**config.mk**
```make
export PLATFORM = sky130hd
export DESIGN_NAME = control_barrera
export DESIGN_NICKNAME = d
export VERILOG_FILES = /design/src/rtl/control_barrera_pkg.sv /design/src/rtl/control_barrera_arbitro_rr.sv /design/src/rtl/control_barrera.sv
export SDC_FILE = /design/constraint.sdc
export NUM_CORES = 1
export LEC_CHECK = 0
export ABC_AREA = 1
export CORE_MARGIN = 5
export CORE_UTILIZATION = 50
export CTS_CLUSTER_SIZE = 14
export DETAILED_ROUTE_END_ITERATION = 8
export PLACE_DENSITY = 0.85
export SLEW_MARGIN = 5
export SYNTH_ARGS = -nofsm -noshare
export SYNTH_HDL_FRONTEND = slang
export SYNTH_SLANG_ARGS = --single-unit
```
**constraint.sdc**
```tcl
create_clock -name clk -period 2 [get_ports clk]
set_input_delay 0.4 -clock clk [delete_from_list [all_inputs] [get_ports clk]]
set_output_delay 0.4 -clock clk [all_outputs]
set_load 0.005 [all_outputs]
```
**src/rtl/control_barrera_pkg.sv**
```systemverilog
// Shared types and constants for the parking-gate barrier controller.
package control_barrera_pkg;

  typedef enum logic [1:0] {
    REPOSO   = 2'd0,
    ABRIENDO = 2'd1,
    ABIERTA  = 2'd2,
    CERRANDO = 2'd3
  } estado_t;

  localparam logic DIR_ENTRADA = 1'b0;
  localparam logic DIR_SALIDA  = 1'b1;

  localparam int unsigned ESPACIO_W = 4;

  function automatic int unsigned max2(input int unsigned a, input int unsigned b);
    return (a > b) ? a : b;
  endfunction

endpackage

```
**src/rtl/control_barrera_arbitro_rr.sv**
```systemverilog
// Two-requester round-robin arbiter; on a tie the side opposite the last winner wins.
module arbitro_rr
  import control_barrera_pkg::*;
(
  input  logic ent_ok,
  input  logic sal_ok,
  input  logic ultimo,
  input  logic habilitar,
  output logic conceder,
  output logic ganador
);

  always_comb begin
    conceder = habilitar && (ent_ok || sal_ok);
    ganador  = DIR_ENTRADA;
    if (ent_ok && sal_ok) begin
      ganador = ~ultimo;
    end else if (sal_ok) begin
      ganador = DIR_SALIDA;
    end
  end

endmodule

```
**src/rtl/control_barrera.sv**
```systemverilog
// Barrier sequencer for a one-lane parking gate: arbitrates entry/exit, drives the
// motor through open/wait/close and emits one count pulse per completed passage.
module control_barrera
  import control_barrera_pkg::*;
#(
  parameter int unsigned CAPACIDAD = 7,
  parameter int unsigned T_MOVER   = 4,
  parameter int unsigned T_ESPERA  = 20
) (
  input  logic                 clk,
  input  logic                 rst_n,
  input  logic                 sensor_entrada,
  input  logic                 sensor_salida,
  input  logic                 paso,
  input  logic [ESPACIO_W-1:0] espacio,
  output logic                 motor_abrir,
  output logic                 motor_cerrar,
  output logic                 entrada,
  output logic                 salida,
  output logic                 lleno,
  output logic                 sentido
);

  localparam int unsigned TIMER_W = $clog2(max2(T_MOVER, T_ESPERA) + 1);

  localparam logic [ESPACIO_W-1:0] CAP_E      = ESPACIO_W'(CAPACIDAD);
  localparam logic [TIMER_W-1:0]   FIN_MOVER  = TIMER_W'(T_MOVER - 1);
  localparam logic [TIMER_W-1:0]   FIN_ESPERA = TIMER_W'(T_ESPERA - 1);
  localparam logic [TIMER_W-1:0]   TIMER_MAX  = '1;

  estado_t            estado_q, estado_d;
  logic [TIMER_W-1:0] timer_q, timer_d, timer_inc;
  logic               contado_q, contado_d;
  logic               ultimo_q, ultimo_d;
  logic               sentido_d;
  logic               paso_q;
  logic               entrada_d, salida_d;
  logic               ent_ok, sal_ok, conceder, ganador;

  // Eligibility only matters while idle; the arbiter is gated to REPOSO.
  assign ent_ok = sensor_entrada && (espacio < CAP_E);
  assign sal_ok = sensor_salida && (espacio != '0);

  arbitro_rr u_arbitro (
    .ent_ok    (ent_ok),
    .sal_ok    (sal_ok),
    .ultimo    (ultimo_q),
    .habilitar (estado_q == REPOSO),
    .conceder  (conceder),
    .ganador   (ganador)
  );

  assign timer_inc = (timer_q == TIMER_MAX) ? timer_q : timer_q + TIMER_W'(1);

  // Next-state and next-output logic.
  always_comb begin
    estado_d  = estado_q;
    timer_d   = timer_q;
    contado_d = contado_q;
    ultimo_d  = ultimo_q;
    sentido_d = sentido;
    entrada_d = 1'b0;
    salida_d  = 1'b0;

    unique case (estado_q)
      REPOSO: begin
        if (conceder) begin
          estado_d  = ABRIENDO;
          timer_d   = '0;
          sentido_d = ganador;
          ultimo_d  = ganador;
        end
      end

      ABRIENDO: begin
        if (timer_q >= FIN_MOVER) begin
          estado_d = ABIERTA;
          timer_d  = '0;
        end else begin
          timer_d = timer_inc;
        end
      end

      ABIERTA: begin
        if (paso && !paso_q && !contado_q) begin
          entrada_d = (sentido == DIR_ENTRADA);
          salida_d  = (sentido == DIR_SALIDA);
          contado_d = 1'b1;
        end else if (contado_q && !paso) begin
          estado_d = CERRANDO;
          timer_d  = '0;
        end else if (!contado_q && !paso && (timer_q >= FIN_ESPERA)) begin
          estado_d = CERRANDO;
          timer_d  = '0;
        end else if (!paso) begin
          timer_d = timer_inc;
        end
      end

      CERRANDO: begin
        // An obstruction reopens for the same grant; contado survives so no recount.
        if (paso) begin
          estado_d = ABRIENDO;
          timer_d  = '0;
        end else if (timer_q >= FIN_MOVER) begin
          estado_d  = REPOSO;
          timer_d   = '0;
          contado_d = 1'b0;
        end else begin
          timer_d = timer_inc;
        end
      end

      default: begin
        estado_d = REPOSO;
        timer_d  = '0;
      end
    endcase
  end

  always_ff @(posedge clk or negedge rst_n) begin
    if (!rst_n) begin
      estado_q     <= REPOSO;
      timer_q      <= '0;
      contado_q    <= 1'b0;
      ultimo_q     <= DIR_SALIDA;
      paso_q       <= 1'b0;
      sentido      <= 1'b0;
      entrada      <= 1'b0;
      salida       <= 1'b0;
      motor_abrir  <= 1'b0;
      motor_cerrar <= 1'b0;
      lleno        <= 1'b0;
    end else begin
      estado_q     <= estado_d;
      timer_q      <= timer_d;
      contado_q    <= contado_d;
      ultimo_q     <= ultimo_d;
      paso_q       <= paso;
      sentido      <= sentido_d;
      entrada      <= entrada_d;
      salida       <= salida_d;
      motor_abrir  <= (estado_d == ABRIENDO);
      motor_cerrar <= (estado_d == CERRANDO);
      lleno        <= (espacio >= CAP_E);
    end
  end

endmodule

```
==> results by group, run 1 <==
Logic synthesis
  – Mean instance size in the synthesized netlist: 7.619 sq um
  – Total number of yosys warnings: 0
  – Number of unique standard cell types used by synthesis: 20
  – Net count after synthesis: 122
  – Post-synthesis instance area: 853.3 sq um
  – Post-synthesis sequential element count: 16
  – Syn Inst Count: 112
  – Sequential element share of the synthesized area: 0.4707

Die
  – Core footprint: 0.001670 sq mm
  – Die footprint: 0.002633 sq mm
  – I/O pins: 15
  – Die width: 51.31 um
  – Row count: 15
  – Starting density of the core: 0.5109
  – Die height: 51.31 um

Power
  – Pwr/cell area: 1278 mW/mm^2
  – Portion of total power attributed to sequential cells: 0.391
  – Share of total power in combinational logic: 0.448
  – Cell internal pwr: 0.8048 mW
  – Clock power share: 0.161
  – Net load switching power: 0.5484 mW
  – Max rail drop VDD: 0.8006 mV
  – Leakage dissipation: 0.5507 nW
  – Net switching fraction of the power: 0.4053

Drt
  – First-pass iteration count of the detailed router: 4
  – Count of routing violations after the opening detailed-route iteration: 13
  – Number of routed nets with antenna violations: 0
  – Wire length after detailed routing: 1796 um
  – Average vias per placed instance: 5.318
  – Routed vias: 787
  – Routed wirelength normalized by instance count: 12.14 um
  – DRC errors left: 0

Worst setup path
  – Crit path kind: input port to flop
  – Most repeated library cell on the critical path: sky130_fd_sc_hd__nand2_1
  – CP arrival: 1.80 ns
  – Critical Path Slowest Stage Cell: sky130_fd_sc_hd__clkdlybuf4s50_1
  – Type of destination of the critical path: flop
  – Required time of the critical path: 2.18 ns
  – Crit path launch type: input port
  – Max FO, Critical Path: 6
  – Critical Path Max Stage Delay: 0.49 ns
  – Ordered cell list for the critical path: clkdlybuf4s50_1, inv_1, nand2_1, nand2_1, nand2_1, nand3_1, nand2_1, nand2_1, o21ai_0, nor2_1

Timing
  – Tightest slew margin relative to the limit: 0.8115
  – Number of endpoints failing setup at the final stage: 0
  – Worst clock skew on the final layout: 0.0006909 ns
  – RSZ-0062 raised after global routing: no
  – Fin. max-slew vios: 0
  – Final worst setup slack: 0.3794 ns
  – Final total negative setup slack: 0 ns
  – Min Clock Period, post-route: 1.621 ns
  – Ratio of final minimum period to clock period: 0.8103
  – Hold violation count in the final report: 0
  – Max frequency: 617.0 MHz
  – Pin slew with the least headroom to its limit: 0.2818 ns

Clocking
  – Clk sink count: 16
  – Worst skew pair latency: 0.29 ns
  – Post-CTS repair timing setup buffer count: 0
  – TritonCTS Buffers: 3
  – Cells resized by post-CTS repair: 0
  – Clock tree from TritonCTS: built
  – Root Driver: sky130_fd_sc_hd__clkbuf_4
  – Maximum root-to-sink buffer count: 2
  – Total number of H-tree levels: 1
  – Count of hold-fix buffers inserted at cts: 0
  – CTS clock-pin slew for the worst setup and hold paths: 0.10 ns

Placed design
  – Worst slack after detailed placement: 0.08670 ns
  – DPL Wire Length: 1372 um
  – Placed instance count: 144
  – GP Congestion: 0.8554
  – Count of buffers from port buffering: 14

Cells and area
  – Non-filler instance count after layout: 148
  – Commonest cells after routing, fill and taps aside: sky130_fd_sc_hd__nand2_1 (29), sky130_fd_sc_hd__inv_1 (17), sky130_fd_sc_hd__dfrtp_1 (15)
  – Commonest non-fill, non-tap cell in the layout: sky130_fd_sc_hd__nand2_1
  – Fraction of final layout cells with drive strength greater than 1: 0.1069
  – Fill cell instance count of the final layout: 150
  – P&R area growth vs syn: 24.05%
  – Utilization after layout: 0.6337
  – Post-layout nets: 142
  – Number of antenna diodes: 0

Global routing
  – Number of antenna violations at the first check in global routing: 0
  – Maximum number of pins on one net before global-route repair: 17
  – Sum of overflow across all layers after global routing: 0
  – Wire length of the first global-routing pass: 3360 um
  – Global router's overall resource usage: 0.1695
  – Via count of the first global-routing pass: 838

Run status
  – Run status: complete, no violations

Min path
  – Worst Hold Class: input port to async pin

Flow run
  – Max-capacitance violation count: 0
-- cell families (layout without fill, tap and decap cells) --
logic type / count (synthesis) / after routing / synth area share
buf+inv: 18 / 37 / 0.07917
simple gates: 64 / 64 / 0.3563
compound gates: 13 / 13 / 0.07917
flops: 16 / 16 / 0.4707
fa+ha+maj: 1 / 1 / 0.01466
-- power by group through the flow --
stage | Clock (mW) | Combinational (mW) | Sequential, mW
after floorplan | 0 | 0.425 | 0.519
after global placement | 0 | 0.585 | 0.528
after detailed placement | 0 | 0.601 | 0.534
after CTS | 0.218 | 0.609 | 0.528
after global routing | 0.238 | 0.709 | 0.547
final | 0.218 | 0.606 | 0.529
-- sequential cells by signal, indices dropped and copies added (netlist names) --
name	cells
contado_q	1
entrada	1
estado_q	2
lleno	1
motor_abrir	1
motor_cerrar	1
paso_q	1
salida	1
sentido	1
timer_q	5
ultimo_q	1
-- worst max-delay path: cells and delay by family --
family,cells,cell delay [ns]
simple gates,7,0.78
buf+inv,2,0.55
compound gates,1,0.07
-- final timing paths --
kind                       slack (ns)  cells after the start           end       start
setup / recovery                 0.38                     10    timer_q[3]  espacio[3]
hold / removal                   0.41                      2         lleno       rst_n
setup reg to reg                 0.44                      7  motor_cerrar  timer_q[0]
hold reg to reg                  0.46                      1       entrada     sentido
max in group asynchronous        1.35                      2      ultimo_q       rst_n
min in group clk                 0.46                      1       entrada     sentido
-- per-stage QoR --
step / power (mW) / hold slack, ns / area (sq um)
after CTS: 1.355 / 0.4191 / 1059
final: 1.353 / 0.4096 / 1059
after global placement: 1.113 / 0.4407 / 1022
after floorplan: 0.9446 / 0.1044 / 853.3
after detailed placement: 1.136 / 0.4502 / 1022
after global routing: 1.493 / 0.4235 / 1059
-- cell usage after synthesis --
master,number,share of area
sky130_fd_sc_hd__nand4_2,1,0.015
sky130_fd_sc_hd__inv_2,1,0.0044
sky130_fd_sc_hd__nand2_1,29,0.13
sky130_fd_sc_hd__nand3_1,9,0.053
sky130_fd_sc_hd__nand2_2,1,0.0073
sky130_fd_sc_hd__a21boi_0,1,0.0088
sky130_fd_sc_hd__nand2_4,1,0.013
sky130_fd_sc_hd__inv_1,17,0.075
sky130_fd_sc_hd__nor3_1,1,0.0059
sky130_fd_sc_hd__ha_1,1,0.015
sky130_fd_sc_hd__dfstp_2,1,0.031
sky130_fd_sc_hd__nand4_1,5,0.037
sky130_fd_sc_hd__nor2_1,11,0.048
sky130_fd_sc_hd__o21ai_0,9,0.053
sky130_fd_sc_hd__and2_1,2,0.015
sky130_fd_sc_hd__or3_4,1,0.013
sky130_fd_sc_hd__dfrtp_1,15,0.44
sky130_fd_sc_hd__a21oi_1,2,0.012
sky130_fd_sc_hd__nor2_2,3,0.022
sky130_fd_sc_hd__o21ai_1,1,0.0059
-- cell type report --
class	count	area [sq um]	share of cell area
clock buffers	4	36.28	0.03428
inverters	18	67.56	0.06383
multi-input cells	78	384.1	0.3629
flip-flops and latches	16	401.6	0.3794
well taps	17	21.27	0.02009
repair buffers	15	147.6	0.1395
-- layer usage --
metal / track usage / share of wire / vias up
met4: 0.1048 / 0.017 / 0
met3: 0.02915 / 0.026 / 2
met1: 0.2011 / 0.47 / 372
met2: 0.2833 / 0.49 / 12
li1: - / - / 401
met5: 0 / 0 / -
(Power assumes the default switching activity.)
==> inputs of run 2 (changes only) <==
==> constraint.sdc (replaced) <==
create_clock -name clk -period 1.6 [get_ports clk]
set_input_delay 0.32 -clock clk [delete_from_list [all_inputs] [get_ports clk]]
set_output_delay 0.32 -clock clk [all_outputs]
set_load 0.005 [all_outputs]
==> results by group, run 2 (synthesis results as in run 1) <==
Worst setup path
  – Crit path kind: flop to flop (was input port to flop)
  – Buffering stage count on the worst path with inverters included: 0 (was 2)
  – Critical Path Slowest Stage Cell: sky130_fd_sc_hd__dfrtp_1 (was sky130_fd_sc_hd__clkdlybuf4s50_1)
  – Critical Path Max Stage Delay: 0.40 ns (was 0.49 ns)
  – Crit path launch type: flop (was input port)
  – Largest delay share family, worst path: simple AND/OR/NAND/NOR gates (unchanged)
  – CP arrival: 1.69 ns (was 1.80 ns)
  – Ordered cell list for the critical path: ha_2, nor2_4, nand4_2, nor2_1, nor2_1, and2_1, and2_1 (was clkdlybuf4s50_1, inv_1, nand2_1, nand2_1, nand2_1, nand3_1, nand2_1, nand2_1, o21ai_0, nor2_1)
  – Type of destination of the critical path: flop (unchanged)
  – Required time of the critical path: 1.79 ns (was 2.18 ns)
  – Max FO, Critical Path: 4 (was 6)

Cells and area
  – P&R area growth vs syn: 29.62% (was 24.05%)
  – Commonest cells after routing, fill and taps aside: sky130_fd_sc_hd__nand2_1 (28), sky130_fd_sc_hd__inv_1 (17), sky130_fd_sc_hd__dfrtp_1 (15) (was sky130_fd_sc_hd__nand2_1 (29), sky130_fd_sc_hd__inv_1 (17), sky130_fd_sc_hd__dfrtp_1 (15))
  – Finished Cell Area: 0.001106 sq mm (was 0.001059 sq mm)
  – Max FFs per register: 5 (unchanged)
  – Largest register by flop count: timer_q (unchanged)
  – Fraction of final layout cells with drive strength greater than 1: 0.1544 (was 0.1069)
  – Commonest non-fill, non-tap cell in the layout: sky130_fd_sc_hd__nand2_1 (unchanged)
  – Number of antenna diodes: 0 (unchanged)
  – Post-layout nets: 147 (was 142)
  – Top flop regs: timer_q: 5 flops, estado_q: 2 flops (unchanged)
  – Fill cell instance count of the final layout: 136 (was 150)

Placed design
  – DPL Wire Length: 1429 um (was 1372 um)
  – Count of buffers from port buffering: 14 (unchanged)
  – GP Congestion: 0.8603 (was 0.8554)
  – DP Area: 0.001052 sq mm (was 0.001022 sq mm)

Clocking
  – Root Driver: sky130_fd_sc_hd__clkbuf_4 (unchanged)
  – Total number of H-tree levels: 1 (unchanged)
  – CTS clock-pin slew for the worst setup and hold paths: 0.10 ns (about the same)
  – Maximum root-to-sink buffer count: 2 (unchanged)
  – TritonCTS Buffers: 3 (unchanged)
  – Clock tree from TritonCTS: built (unchanged)
  – Worst skew pair latency: 0.29 ns (about the same)
  – Count of hold-fix buffers inserted at cts: 0 (unchanged)
  – Clk sink count: 16 (unchanged)

Global routing
  – Sum of overflow across all layers after global routing: 0 (unchanged)
  – Wire length of the first global-routing pass: 3415 um (was 3360 um)
  – Via count of the first global-routing pass: 797 (was 838)
  – Maximum number of pins on one net before global-route repair: 10 (was 17)
  – Number of antenna violations at the first check in global routing: 0 (unchanged)
  – Global router's overall resource usage: 0.1741 (was 0.1695)

Die
  – Die footprint: 0.002633 sq mm (unchanged)
  – I/O pins: 15 (unchanged)
  – Die width: 51.31 um (unchanged)
  – Die height: 51.31 um (unchanged)
  – Row count: 15 (unchanged)
  – Starting density of the core: 0.5109 (unchanged)
  – Core footprint: 0.001670 sq mm (unchanged)

Timing
  – Max frequency: 666.7 MHz
  – Final total negative setup slack: 0 ns (unchanged)
  – Number of endpoints failing setup at the final stage: 0 (unchanged)
  – Tightest slew margin relative to the limit: 0.7822 (was 0.8115)
  – Pin slew with the least headroom to its limit: 0.3257 ns (was 0.2818 ns)
  – Hold violation count in the final report: 0 (unchanged)
  – Worst clock skew on the final layout: 0.006119 ns (was 0.0006909 ns)
  – Min Clock Period, post-route: 1.500 ns
  – Fin. max-slew vios: 0 (unchanged)
  – RSZ-0062 raised after global routing: no (unchanged)
  – Ratio of final minimum period to clock period: 0.9375

Drt
  – Average vias per placed instance: 5.085 (was 5.318)
  – Number of routed nets with antenna violations: 0 (unchanged)
  – Routed wirelength normalized by instance count: 11.98 um (was 12.14 um)
  – Wire length after detailed routing: 1833 um (was 1796 um)
  – Count of routing violations after the opening detailed-route iteration: 10 (was 13)
  – First-pass iteration count of the detailed router: 4 (unchanged)
  – Routed vias: 778 (was 787)
  – DRC errors left: 0 (unchanged)

Flow run
  – Max-capacitance violation count: 0 (unchanged)

Power
  – Net load switching power: 0.7216 mW (was 0.5484 mW)
  – Clock power share: 0.152 (was 0.161)
  – Cell internal pwr: 1.061 mW (was 0.8048 mW)
  – Pwr/cell area: 1612 mW/mm^2 (was 1278 mW/mm^2)
  – Share of total power in combinational logic: 0.488 (was 0.448)
  – Net switching fraction of the power: 0.4047 (was 0.4053)
  – Max rail drop VDD: 1.006 mV (was 0.8006 mV)
  – Portion of total power attributed to sequential cells: 0.360 (was 0.391)
  – Leakage dissipation: 0.5747 nW (was 0.5507 nW)

Run status
  – Run status: complete, no violations (unchanged)

Min path
  – Worst Hold Class: input port to async pin (unchanged)
==> run 2: area by class of cell <==
class	count	area, sq um	area share
Multi-Input combinational cell	78	394.1	0.3563
Tap cell	17	21.27	0.01923
Sequential cell	16	401.6	0.3631
Timing Repair Buffer	20	185.2	0.1674
Clock buffer	4	36.28	0.03281
Inverter	18	67.56	0.06109
==> run 2: path summary, 6_finish.rpt <==
kind,slack (ns),end,from,cells past startpoint
setup / recovery,0.10,motor_cerrar,timer_q[0],7
hold / removal,0.28,lleno,rst_n,1
setup reg to reg,0.10,motor_cerrar,timer_q[0],7
hold reg to reg,0.51,ultimo_q,ultimo_q,2
max in group asynchronous,0.88,motor_cerrar,rst_n,2
min in group clk,0.51,ultimo_q,ultimo_q,2
==> run 2: timing repair <==
| action | in CTS | in global routing |
|---|---|---|
| endpoints found under the setup margin | 0 | 4 |
| gates resized for setup | 0 | 3 |
| buffers inserted | 0 | 1 |
==> run 2: power groups by stage <==
stage	clock, mW	combinational (mW)	sequential (mW)
after global routing	0.299	0.998	0.664
after CTS	0.274	0.832	0.646
after global placement	0	0.793	0.641
final	0.271	0.870	0.642
after detailed placement	0	0.827	0.650
after floorplan	0	0.532	0.649
==> run 2: stage by stage <==
stage / hold slack [ns] / cells / worst slack, ns / util / power, mW
global placement: 0.4391 / 148 / -0.1036 / 0.6300 / 1.435
global route: 0.3029 / 153 / 0.008272 / 0.6622 / 1.961
floorplan: 0.02441 / 112 / 0.1687 / - / 1.181
CTS: 0.2919 / 152 / 0.03247 / 0.6517 / 1.752
detailed placement: 0.4657 / 148 / -0.1470 / 0.6300 / 1.476
finish: 0.2772 / 153 / 0.1001 / 0.6622 / 1.783
==> run 2: metal layers <==
layer | track usage | vias up | wire [um]
li1 | - | 409 | -
met1 | 0.2130 | 344 | 858
met2 | 0.2790 | 19 | 850
met3 | 0.03499 | 6 | 68
met4 | 0.1092 | 0 | 56
met5 | 0 | - | 0
